## src/rtl/cla_pipe_adder_pkg.sv

```systemverilog
`default_nettype none
// ============================================================================
//  Module      : cla_pipe_adder_pkg
//  Description : Shared constants and layout helpers for the pipelined
//                carry-lookahead adder/subtractor.
//
//                The operand and partial-sum pipeline registers are packed
//                as triangular flat vectors so that every level holds only
//                the bits it still needs:
//                  - operand level k (k = 0..NBLK-1) holds WIDTH-4k bits of
//                    the not-yet-added operand bits;
//                  - sum level k (k = 1..NBLK) holds the 4k result bits
//                    already produced.
//                The functions below give the slice offsets and totals.
//  Revision    : 1.0 - initial release
// ============================================================================
package cla_pipe_adder_pkg;

    // Bits handled by one lookahead block (and therefore by one stage).
    localparam int c_BLK_W = 4;

    // Number of lookahead blocks, which is also the pipeline depth.
    function automatic int nblk_of(input int width);
        return width / c_BLK_W;
    endfunction

    // Offset of operand level k inside the flat operand vector:
    // sum over j<k of (width - 4j).
    function automatic int opnd_off(input int width, input int k);
        return k * width - (c_BLK_W * k * (k - 1)) / 2;
    endfunction

    // Total bits of the flat operand vector (levels 0..NBLK-1).
    function automatic int opnd_total(input int width);
        return opnd_off(width, nblk_of(width));
    endfunction

    // Offset of sum level k (k >= 1): sum over j<k of 4j.
    function automatic int sum_off(input int k);
        return (c_BLK_W * k * (k - 1)) / 2;
    endfunction

    // Total bits of the flat sum vector (levels 1..nblk).
    function automatic int sum_total(input int nblk);
        return sum_off(nblk + 1);
    endfunction

endpackage : cla_pipe_adder_pkg
`default_nettype wire

```

## src/rtl/cla_pipe_adder_block.sv

```systemverilog
`default_nettype none
// ============================================================================
//  Module      : cla_block
//  Description : Combinational 4-bit carry-lookahead adder slice. All four
//                internal carries are formed directly from generate and
//                propagate terms, with no ripple between bit positions.
//  Ports       : a, b  - 4-bit operands (b already inverted for subtract)
//                ci    - carry into bit 0
//                s     - 4-bit sum
//                co    - carry out of bit 3
//                c3    - carry into bit 3 (used for signed overflow)
//  Revision    : 1.0 - initial release
// ============================================================================
module cla_block (
    input  logic [3:0] a,
    input  logic [3:0] b,
    input  logic       ci,
    output logic [3:0] s,
    output logic       co,
    output logic       c3
);

    logic [3:0] w_p;
    logic [3:0] w_g;
    logic       w_c1;
    logic       w_c2;

    assign w_p = a ^ b;
    assign w_g = a & b;

    assign w_c1 = w_g[0] | (w_p[0] & ci);
    assign w_c2 = w_g[1] | (w_p[1] & w_g[0]) | (w_p[1] & w_p[0] & ci);
    assign c3   = w_g[2] | (w_p[2] & w_g[1]) | (w_p[2] & w_p[1] & w_g[0])
                | (w_p[2] & w_p[1] & w_p[0] & ci);
    assign co   = w_g[3] | (w_p[3] & w_g[2]) | (w_p[3] & w_p[2] & w_g[1])
                | (w_p[3] & w_p[2] & w_p[1] & w_g[0])
                | (w_p[3] & w_p[2] & w_p[1] & w_p[0] & ci);

    assign s = w_p ^ {c3, w_c2, w_c1, ci};

endmodule : cla_block
`default_nettype wire

```

## src/rtl/cla_pipe_adder.sv

```systemverilog
`default_nettype none
// ============================================================================
//  Module      : cla_pipe_adder
//  Description : Pipelined WIDTH-bit carry-lookahead adder/subtractor. One
//                4-bit lookahead block is evaluated per stage, the
//                inter-block carry travels in registers. Valid/ready on
//                both sides; the whole pipe shifts or holds as one.
//                WIDTH must be a multiple of 4 and at least 4.
//  Ports       : clk, rst           - clock, synchronous active-high reset
//                in_valid/in_ready  - input handshake
//                A, B, Cin, sub     - operands, carry-in, 1 = A-B
//                out_valid/out_ready- output handshake
//                sum, cout, ovf     - result, carry out, signed overflow
//  Revision    : 1.0 - initial release
// ============================================================================
module cla_pipe_adder
    import cla_pipe_adder_pkg::*;
#(
    parameter int WIDTH = 16
) (
    input  logic             clk,
    input  logic             rst,
    input  logic             in_valid,
    output logic             in_ready,
    input  logic [WIDTH-1:0] A,
    input  logic [WIDTH-1:0] B,
    input  logic             Cin,
    input  logic             sub,
    output logic             out_valid,
    input  logic             out_ready,
    output logic [WIDTH-1:0] sum,
    output logic             cout,
    output logic             ovf
);

    localparam int NBLK     = nblk_of(WIDTH);
    localparam int c_OPND_W = opnd_total(WIDTH);
    localparam int c_SUM_W  = sum_total(NBLK);

    // Register levels: level 0 captures the (pre-processed) operands,
    // level k+1 holds the result of block k. Level NBLK drives the outputs,
    // so an operand accepted at edge T is visible after edge T+NBLK.
    logic [NBLK:0]         r_v;
    logic [NBLK:0]         r_c;      // r_c[k]: carry into block k; r_c[NBLK]: cout
    logic [c_OPND_W-1:0]   r_a;
    logic [c_OPND_W-1:0]   r_b;
    logic [c_SUM_W-1:0]    r_sum;
    logic                  r_ovf;

    logic [NBLK:0]         w_c_nxt;
    logic [c_OPND_W-1:0]   w_a_nxt;
    logic [c_OPND_W-1:0]   w_b_nxt;
    logic [c_SUM_W-1:0]    w_sum_nxt;
    logic                  w_ovf_nxt;
    logic                  w_adv;

    // The pipe moves only when the output slot is empty or being drained.
    assign w_adv    = !r_v[NBLK] || out_ready;
    assign in_ready = w_adv;

    // Subtraction is A + ~B + 1; Cin has no effect in that mode.
    assign w_a_nxt[WIDTH-1:0] = A;
    assign w_b_nxt[WIDTH-1:0] = sub ? ~B : B;
    assign w_c_nxt[0]         = sub | Cin;

    for (genvar k = 0; k < NBLK; k++) begin : g_stage
        localparam int c_AO = opnd_off(WIDTH, k);
        localparam int c_AW = WIDTH - c_BLK_W * k;

        logic [3:0] w_s;
        logic       w_co;
        logic       w_c3;

        cla_block u_blk (
            .a  (r_a[c_AO +: c_BLK_W]),
            .b  (r_b[c_AO +: c_BLK_W]),
            .ci (r_c[k]),
            .s  (w_s),
            .co (w_co),
            .c3 (w_c3)
        );

        assign w_c_nxt[k+1] = w_co;

        if (k < NBLK - 1) begin : g_fwd
            localparam int c_AO_NXT = opnd_off(WIDTH, k + 1);
            // Drop the four bits consumed here, pass the rest on.
            assign w_a_nxt[c_AO_NXT +: c_AW - c_BLK_W] = r_a[c_AO + c_BLK_W +: c_AW - c_BLK_W];
            assign w_b_nxt[c_AO_NXT +: c_AW - c_BLK_W] = r_b[c_AO + c_BLK_W +: c_AW - c_BLK_W];
            // Only the top block's carry into its MSB matters for overflow.
            logic w_c3_unused;
            assign w_c3_unused = w_c3;
        end else begin : g_last
            assign w_ovf_nxt = w_c3 ^ w_co;
        end

        if (k == 0) begin : g_first
            assign w_sum_nxt[c_BLK_W-1:0] = w_s;
        end else begin : g_acc
            localparam int c_SO     = sum_off(k);
            localparam int c_SO_NXT = sum_off(k + 1);
            // New block's bits go on top of the bits already produced.
            assign w_sum_nxt[c_SO_NXT +: c_BLK_W * (k + 1)] =
                {w_s, r_sum[c_SO +: c_BLK_W * k]};
        end
    end

    always_ff @(posedge clk) begin
        if (rst) begin
            r_v   <= '0;
            r_c   <= '0;
            r_a   <= '0;
            r_b   <= '0;
            r_sum <= '0;
            r_ovf <= 1'b0;
        end else if (w_adv) begin
            // Bubbles shift like data; they are never collapsed.
            r_v   <= {r_v[NBLK-1:0], in_valid};
            r_c   <= w_c_nxt;
            r_a   <= w_a_nxt;
            r_b   <= w_b_nxt;
            r_sum <= w_sum_nxt;
            r_ovf <= w_ovf_nxt;
        end
    end

    assign out_valid = r_v[NBLK];
    assign sum       = r_sum[sum_off(NBLK) +: WIDTH];
    assign cout      = r_c[NBLK];
    assign ovf       = r_ovf;

endmodule : cla_pipe_adder
`default_nettype wire

```

## config.mk

```make
export PLATFORM = sky130hd
export DESIGN_NAME = cla_pipe_adder
export DESIGN_NICKNAME = d
export VERILOG_FILES = /design/src/rtl/cla_pipe_adder_pkg.sv /design/src/rtl/cla_pipe_adder_block.sv /design/src/rtl/cla_pipe_adder.sv
export SDC_FILE = /design/constraint.sdc
export NUM_CORES = 1
export LEC_CHECK = 0
export ABC_AREA = 1
export CAP_MARGIN = 20
export CORE_ASPECT_RATIO = 1.4
export CORE_MARGIN = 5
export CORE_UTILIZATION = 25
export CTS_CLUSTER_SIZE = 24
export DETAILED_ROUTE_END_ITERATION = 12
export GPL_ROUTABILITY_DRIVEN = 0
export GPL_TIMING_DRIVEN = 0
export PLACE_DENSITY = 0.39
export SYNTH_ARGS = -nofsm -noshare
export SYNTH_HDL_FRONTEND = slang
export SYNTH_HIERARCHICAL = 1
export SYNTH_SLANG_ARGS = --single-unit
```

## constraint.sdc

```tcl
create_clock -name clk -period 2.2 [get_ports clk]
set_input_delay 0.22 -clock clk [delete_from_list [all_inputs] [get_ports clk]]
set_output_delay 0.22 -clock clk [all_outputs]
set_load 0.05 [all_outputs]
```

==> impl_metrics.yaml, run 1 <==
sta:
  timing.final.crit_share_pct: 94.1
  setup_viol_count_final: 0
  finClkSkew_ns: 0.00649
  whs_ns: 0.228
  postLayoutSetupSlackWorst_ns: 0.130
  slew_headroom_pct: 65.5
  rsz0062_at_grt: "false"
  period_minus_slack_ns: 2.07
  hold_violations: 0
  worst_pin_slew_ns: 0.519
  max_freq_ghz: 0.483
  tns_ns: 0
  drv_slew: 0
setup_path:
  critPathSlowestCell: "clkdlybuf4s50_1"
  r2r_end: "ovf$_SDFFE_PP0P_"
  r2r_slack_ns: 0.68
  startpoint_type: "input port"
  critPathLaunch: "out_ready"
  worst-setup-path-type: "in2out"
  cp_top_family: "buffers and inverters"
  path_depth: 5
  worstPathCellList: "clkdlybuf4s50_1 > inv_2 > nand2_2 > buf_2 > clkdlybuf4s15_1"
  r2r_start: "r_a[37]$_SDFFE_PP0P_"
  critPathBufInv: 4
  r2r_cells: 10
  cp.arrival_ns: 1.85
  worstPathMaxFanout: 10
  cpPeakStageDelay_ns: 0.55
  required_ns: 1.98
  endpoint: "in_ready"
  worstSetupEndpointType: "output port"
pwr:
  power_mw: 6.44
  p_per_area_mw_per_mm2: 837
  p_leak_nw: 3.28
  ir_worst_vdd_v: 0.000541
yosys:
  synth_seq_cells: 131
  ys_warn_count: 6
  synth-seq-area-share_pct: 43.1
  syn_area_mm2: 0.00608
  synth_area_per_cell_um2: 7.62
  synth_fp_nets: 857
  synth_cells: 799
  synth_cell_types: 24
floorplan:
  design.core.area_mm2: 0.0240
  io_pins: 58
  initial_utilization_pct: 25.4
  die_h_um: 195
  die_w_um: 142
  die_area_mm2: 0.0276
  rows: 67
drt:
  wl_per_cell_um: 13.0
  wl_mm: 15.6
  vias_per_cell: 4.14
  ant_nets: 0
  drc_errors: 0
  detail_route.iter0.violations: 138
  drt-pass1-iter-count: 4
  via_count: 4956
outcome:
  status: "completed"
clock_network:
  tritoncts: "built"
  clk_latency_ns: 0.42
  cts_buffers: 17
  clk_path_buf_depth: 2
  root_buffer: "clkbuf_16"
  post_cts_buffers: 0
  clkTransAtPathRegs_ns: 0.06
  cts.sinks: 131
  htreeDepth: 4
place:
  dpl.hpwl_mm: 11.7
  dp.cells: 1165
  post-place-ws_ns: -0.199
  numPortBuffers: 56
  place_area_mm2: 0.00703
finish:
  fillers: 2689
  final_core_utilization_pct: 32.1
  post-route-cell-area_mm2: 0.00770
  diodes: 0
  drive_gt1_share_pct: 10.6
  area_delta_synth_final_pct: 26.5
  layout.cells.non_filler: 1197
  nNetsFinal: 932
global_route:
  grt_usage_pct: 12.0
  grt_max_degree: 17
  grt_pass1_vias: 5209
  antenna_found_initial: 0
  gr-total-overflow: 0
  grt_pass1_wl_mm: 26.4
hold_path:
  worst_hold_path_type: "in2reg"
flow_run:
  drv_cap: 0
-- area by class of cell --
type                            count  area (um2)  area share [%]
Inverter                           48         180            2.34
Clock buffer                       18         439            5.70
Buffer                             61         373            4.84
Tap cell                          310         388            5.04
Multi-Input combinational cell    559        2910            37.8
Timing Repair Buffer               56         561            7.28
Clock inverter                     14         226            2.94
Sequential cell                   131        2620            34.1
-- worst min-delay path, stage by stage --
cell and delay (ns):
buf_2 0.17, nand2_1 0.07, nand2_1 0.05, nor2_1 0.03, nor2_1 0.06
-- sequential cells by signal, summed over array words and instances (netlist names) --
name and flops:
ovf 1, r_sum 40, r_a 40, r_b 40, r_c 5, r_v 5
-- power by group --
group / leakage, nW / internal (mW) / total, mW / switching (mW)
clock network: 0.318 / 2.06 / 3.20 / 1.14
logic: 1.89 / 0.307 / 0.655 / 0.348
registers: 1.07 / 2.51 / 2.59 / 0.0788
total: 3.28 / 4.87 / 6.44 / 1.57
-- per-layer routing --
metal / vias up / global-route usage, % / part of all wire (%)
li1: 2657 / - / -
met1: 2221 / 13.7 / 44
met2: 57 / 22.1 / 52
met4: 0 / 4.27 / 1.7
met3: 21 / 2.16 / 2.5
met5: - / 0 / 0
-- cell usage after synthesis --
master / count / area [um2]
a21oi_1: 5 / 25.0
buf_1: 1 / 3.75
buf_2: 19 / 95.1
buf_4: 18 / 135
buf_6: 7 / 78.8
clkbuf_1: 16 / 60.1
clkinv_1: 2 / 7.51
dfxtp_1: 131 / 2620
fa_1: 4 / 80.1
ha_1: 16 / 200
inv_1: 44 / 165
inv_2: 2 / 7.51
nand2_1: 93 / 349
nand2_2: 15 / 93.8
nand3_1: 16 / 80.1
nand3b_1: 17 / 128
nand4_1: 8 / 50.1
nor2_1: 264 / 991
nor2_4: 1 / 11.3
o21bai_1: 112 / 841
or2_0: 1 / 6.26
or2_1: 3 / 18.8
xnor2_1: 3 / 26.3
xor2_1: 1 / 8.76
-- cells by family after synthesis --
logic type / synth area share (%)
XOR/XNOR: 0.576
AND/OR/NAND/NOR: 28.4
adder cells (fa/ha/maj): 4.61
buffers and inverters: 9.09
AO/OA/AOI/OAI: 14.2
flip-flops: 43.1
-- worst min path at each step --
stage / start / end / slack (ns) / cells past startpoint
4_1_cts: sub / r_b[4]$_SDFFE_PP0P_ / 0.23 / 5
6_report: sub / r_b[4]$_SDFFE_PP0P_ / 0.23 / 5
2_1_floorplan: in_valid / r_v[0]$_SDFFE_PP0P_ / 0.35 / 2
5_1_grt: sub / r_b[2]$_SDFFE_PP0P_ / 0.26 / 5
3_5_place_dp: r_b[13]$_SDFFE_PP0P_ / r_b[25]$_SDFFE_PP0P_ / 0.46 / 2
3_3_place_gp: r_b[13]$_SDFFE_PP0P_ / r_b[25]$_SDFFE_PP0P_ / 0.46 / 2
-- placed cells by master, fill, tap and decap left out, types with 2 or more instances in the layout --
master and instances:
xnor2_1 3, inv_1 44, nor2_1 264, nand2_1 93
ha_1 16, fa_1 4, clkinv_1 2, clkbuf_16 17
clkinvlp_4 2, bufinv_16 5, nand3_1 16, buf_2 19
o21bai_1 112, nand4_1 8, buf_4 18, nand3b_1 17
buf_6 7, nand2_2 15, dfxtp_1 131, clkdlybuf4s50_1 55
clkbuf_1 16, clkinv_4 4, or2_1 3, a21oi_1 5
inv_6 3, inv_2 2
-- what timing repair did --
item / in CTS / in global routing
resized for setup: 1 / 1
hold endpoints to repair: 0 / 0
pin swaps: 0 / 0
hold buffers: 0 / 0
endpoints found under the setup margin: 1 / 1
Power figures use the tool's default switching activity.
==> run 2: changes to the inputs <==
- CTS_BUF_LIST: default -> sky130_fd_sc_hd__clkbuf_8
- SLEW_MARGIN: default -> 5
==> run 2 against run 1 <==
Effect of this change:
- count of clock-buffer cells in the layout unchanged
- clock skew grew 0.0044 ns
- design area decreased by 2.6%
- die area is the same
- critical endpoint is now sum[0]
- largest cell class unchanged
- highest routed layer unchanged
==> impl_metrics.yaml, run 2 (synthesis gave the netlist of run 1 again) <==
outcome:
  status: "completed"
pwr:
  p_leak_nw: 3.19
  ir_worst_vdd_v: 0.000348
  power_mw: 5.69
  p_per_area_mw_per_mm2: 758
setup_path:
  required_ns: 1.98
  cp.arrival_ns: 1.69
  startpoint_type: "flip-flop"
  worstSetupEndpointType: "output port"
  worstPathMaxFanout: 2
  worst-setup-path-type: "reg2out"
floorplan:
  initial_utilization_pct: 25.4
  die_h_um: 195
  rows: 67
  design.core.area_mm2: 0.0240
  die_area_mm2: 0.0276
  io_pins: 58
  die_w_um: 142
finish:
  layout_commonest_cell: "nor2_1"
  area_delta_synth_final_pct: 23.3
  drive_gt1_share_pct: 10.7
  final_core_utilization_pct: 31.3
  largestRegisters: "r_a: 40 flops, r_b: 40 flops, r_sum: 40 flops"
  final_cell_mix: "264 x nor2_1, 131 x dfxtp_1, 112 x o21bai_1"
  nNetsFinal: 932
  diodes: 0
drt:
  drt-pass1-iter-count: 4
  ant_nets: 0
  detail_route.iter0.violations: 164
  via_count: 4956
  vias_per_cell: 4.14
  wl_mm: 15.6
  drc_errors: 0
  wl_per_cell_um: 13.0
sta:
  timing.final.crit_share_pct: 86.7
  finClkSkew_ns: 0.0109
  setup_viol_count_final: 0
  rsz0062_at_grt: "false"
  worst_pin_slew_ns: 0.518
  whs_ns: 0.204
  drv_slew: 0
  max_freq_ghz: 0.525
  hold_violations: 0
  postLayoutSetupSlackWorst_ns: 0.293
  slew_headroom_pct: 65.4
  period_minus_slack_ns: 1.91
global_route:
  grt_pass1_vias: 5196
  gr-total-overflow: 0
  grt_max_degree: 17
  grt_usage_pct: 12.0
  grt_pass1_wl_mm: 26.3
  antenna_found_initial: 0
clock_network:
  cts_buffers: 17
  clk_path_buf_depth: 2
  tritoncts: "built"
  ctsHoldBuffers: 0
  root_buffer: "clkbuf_8"
  cts.sinks: 131
  htreeDepth: 4
  post_cts_buffers: 0
  clkTransAtPathRegs_ns: 0.09
  clk_latency_ns: 0.45
  ctsResizeCount: 1
flow_run:
  drv_cap: 0
place:
  numPortBuffers: 56
  post-place-ws_ns: -0.199
  dpl.hpwl_mm: 11.7
hold_path:
  worst_hold_path_type: "in2reg"
[run 2: layer usage]
| layer | up-vias | wire length, um | track usage [%] |
|---|---|---|---|
| met2 | 59 | 8080 | 22.0 |
| met5 | - | 0 | 0 |
| met4 | 0 | 221 | 3.95 |
| met1 | 2229 | 6870 | 13.7 |
| met3 | 13 | 406 | 2.46 |
| li1 | 2655 | - | - |
[run 2: where the power goes]
part / internal [mW] / switching [mW]
Sequential: 2.50 / 0.0791
Clock: 1.40 / 1.05
Combinational: 0.307 / 0.349
Total: 4.21 / 1.48
[run 2: final timing paths]
path                               start                   end  slack (ns)  cells after the start
setup / recovery  r_sum[24]$_SDFFE_PP0P_                sum[0]        0.29                      2
hold / removal                       sub   r_b[1]$_SDFFE_PP0P_        0.20                      5
setup reg to reg    r_a[37]$_SDFFE_PP0P_      ovf$_SDFFE_PP0P_        0.67                     10
hold reg to reg     r_b[14]$_SDFFE_PP0P_  r_b[26]$_SDFFE_PP0P_        0.48                      2
[run 2: per-stage QoR]
stage	instances	setup TNS [ns]	area, um2
3_3_place_gp	1165	-0.228	7030
5_1_grt	1197	0	7500
4_1_cts	1197	0	7510
2_1_floorplan	799	0	6080
3_5_place_dp	1165	-0.199	7030
6_report	1197	0	7500
[run 2: critical path, cell delays in order, from the launching register on]
cell and delay [ns]:
dfxtp_1 0.35, buf_4 0.11, clkdlybuf4s50_1 0.78
[run 2: final cells by class]
| cell class | instances | area, um2 |
|---|---|---|
| inverters | 48 | 180 |
| flip-flops and latches | 131 | 2620 |
| clock buffers | 18 | 248 |
| fillers | 2708 | 16500 |
| multi-input cells | 559 | 2910 |
| plain buffers | 61 | 373 |
| clock inverters | 14 | 226 |
| repair buffers | 56 | 556 |
| well taps | 310 | 388 |
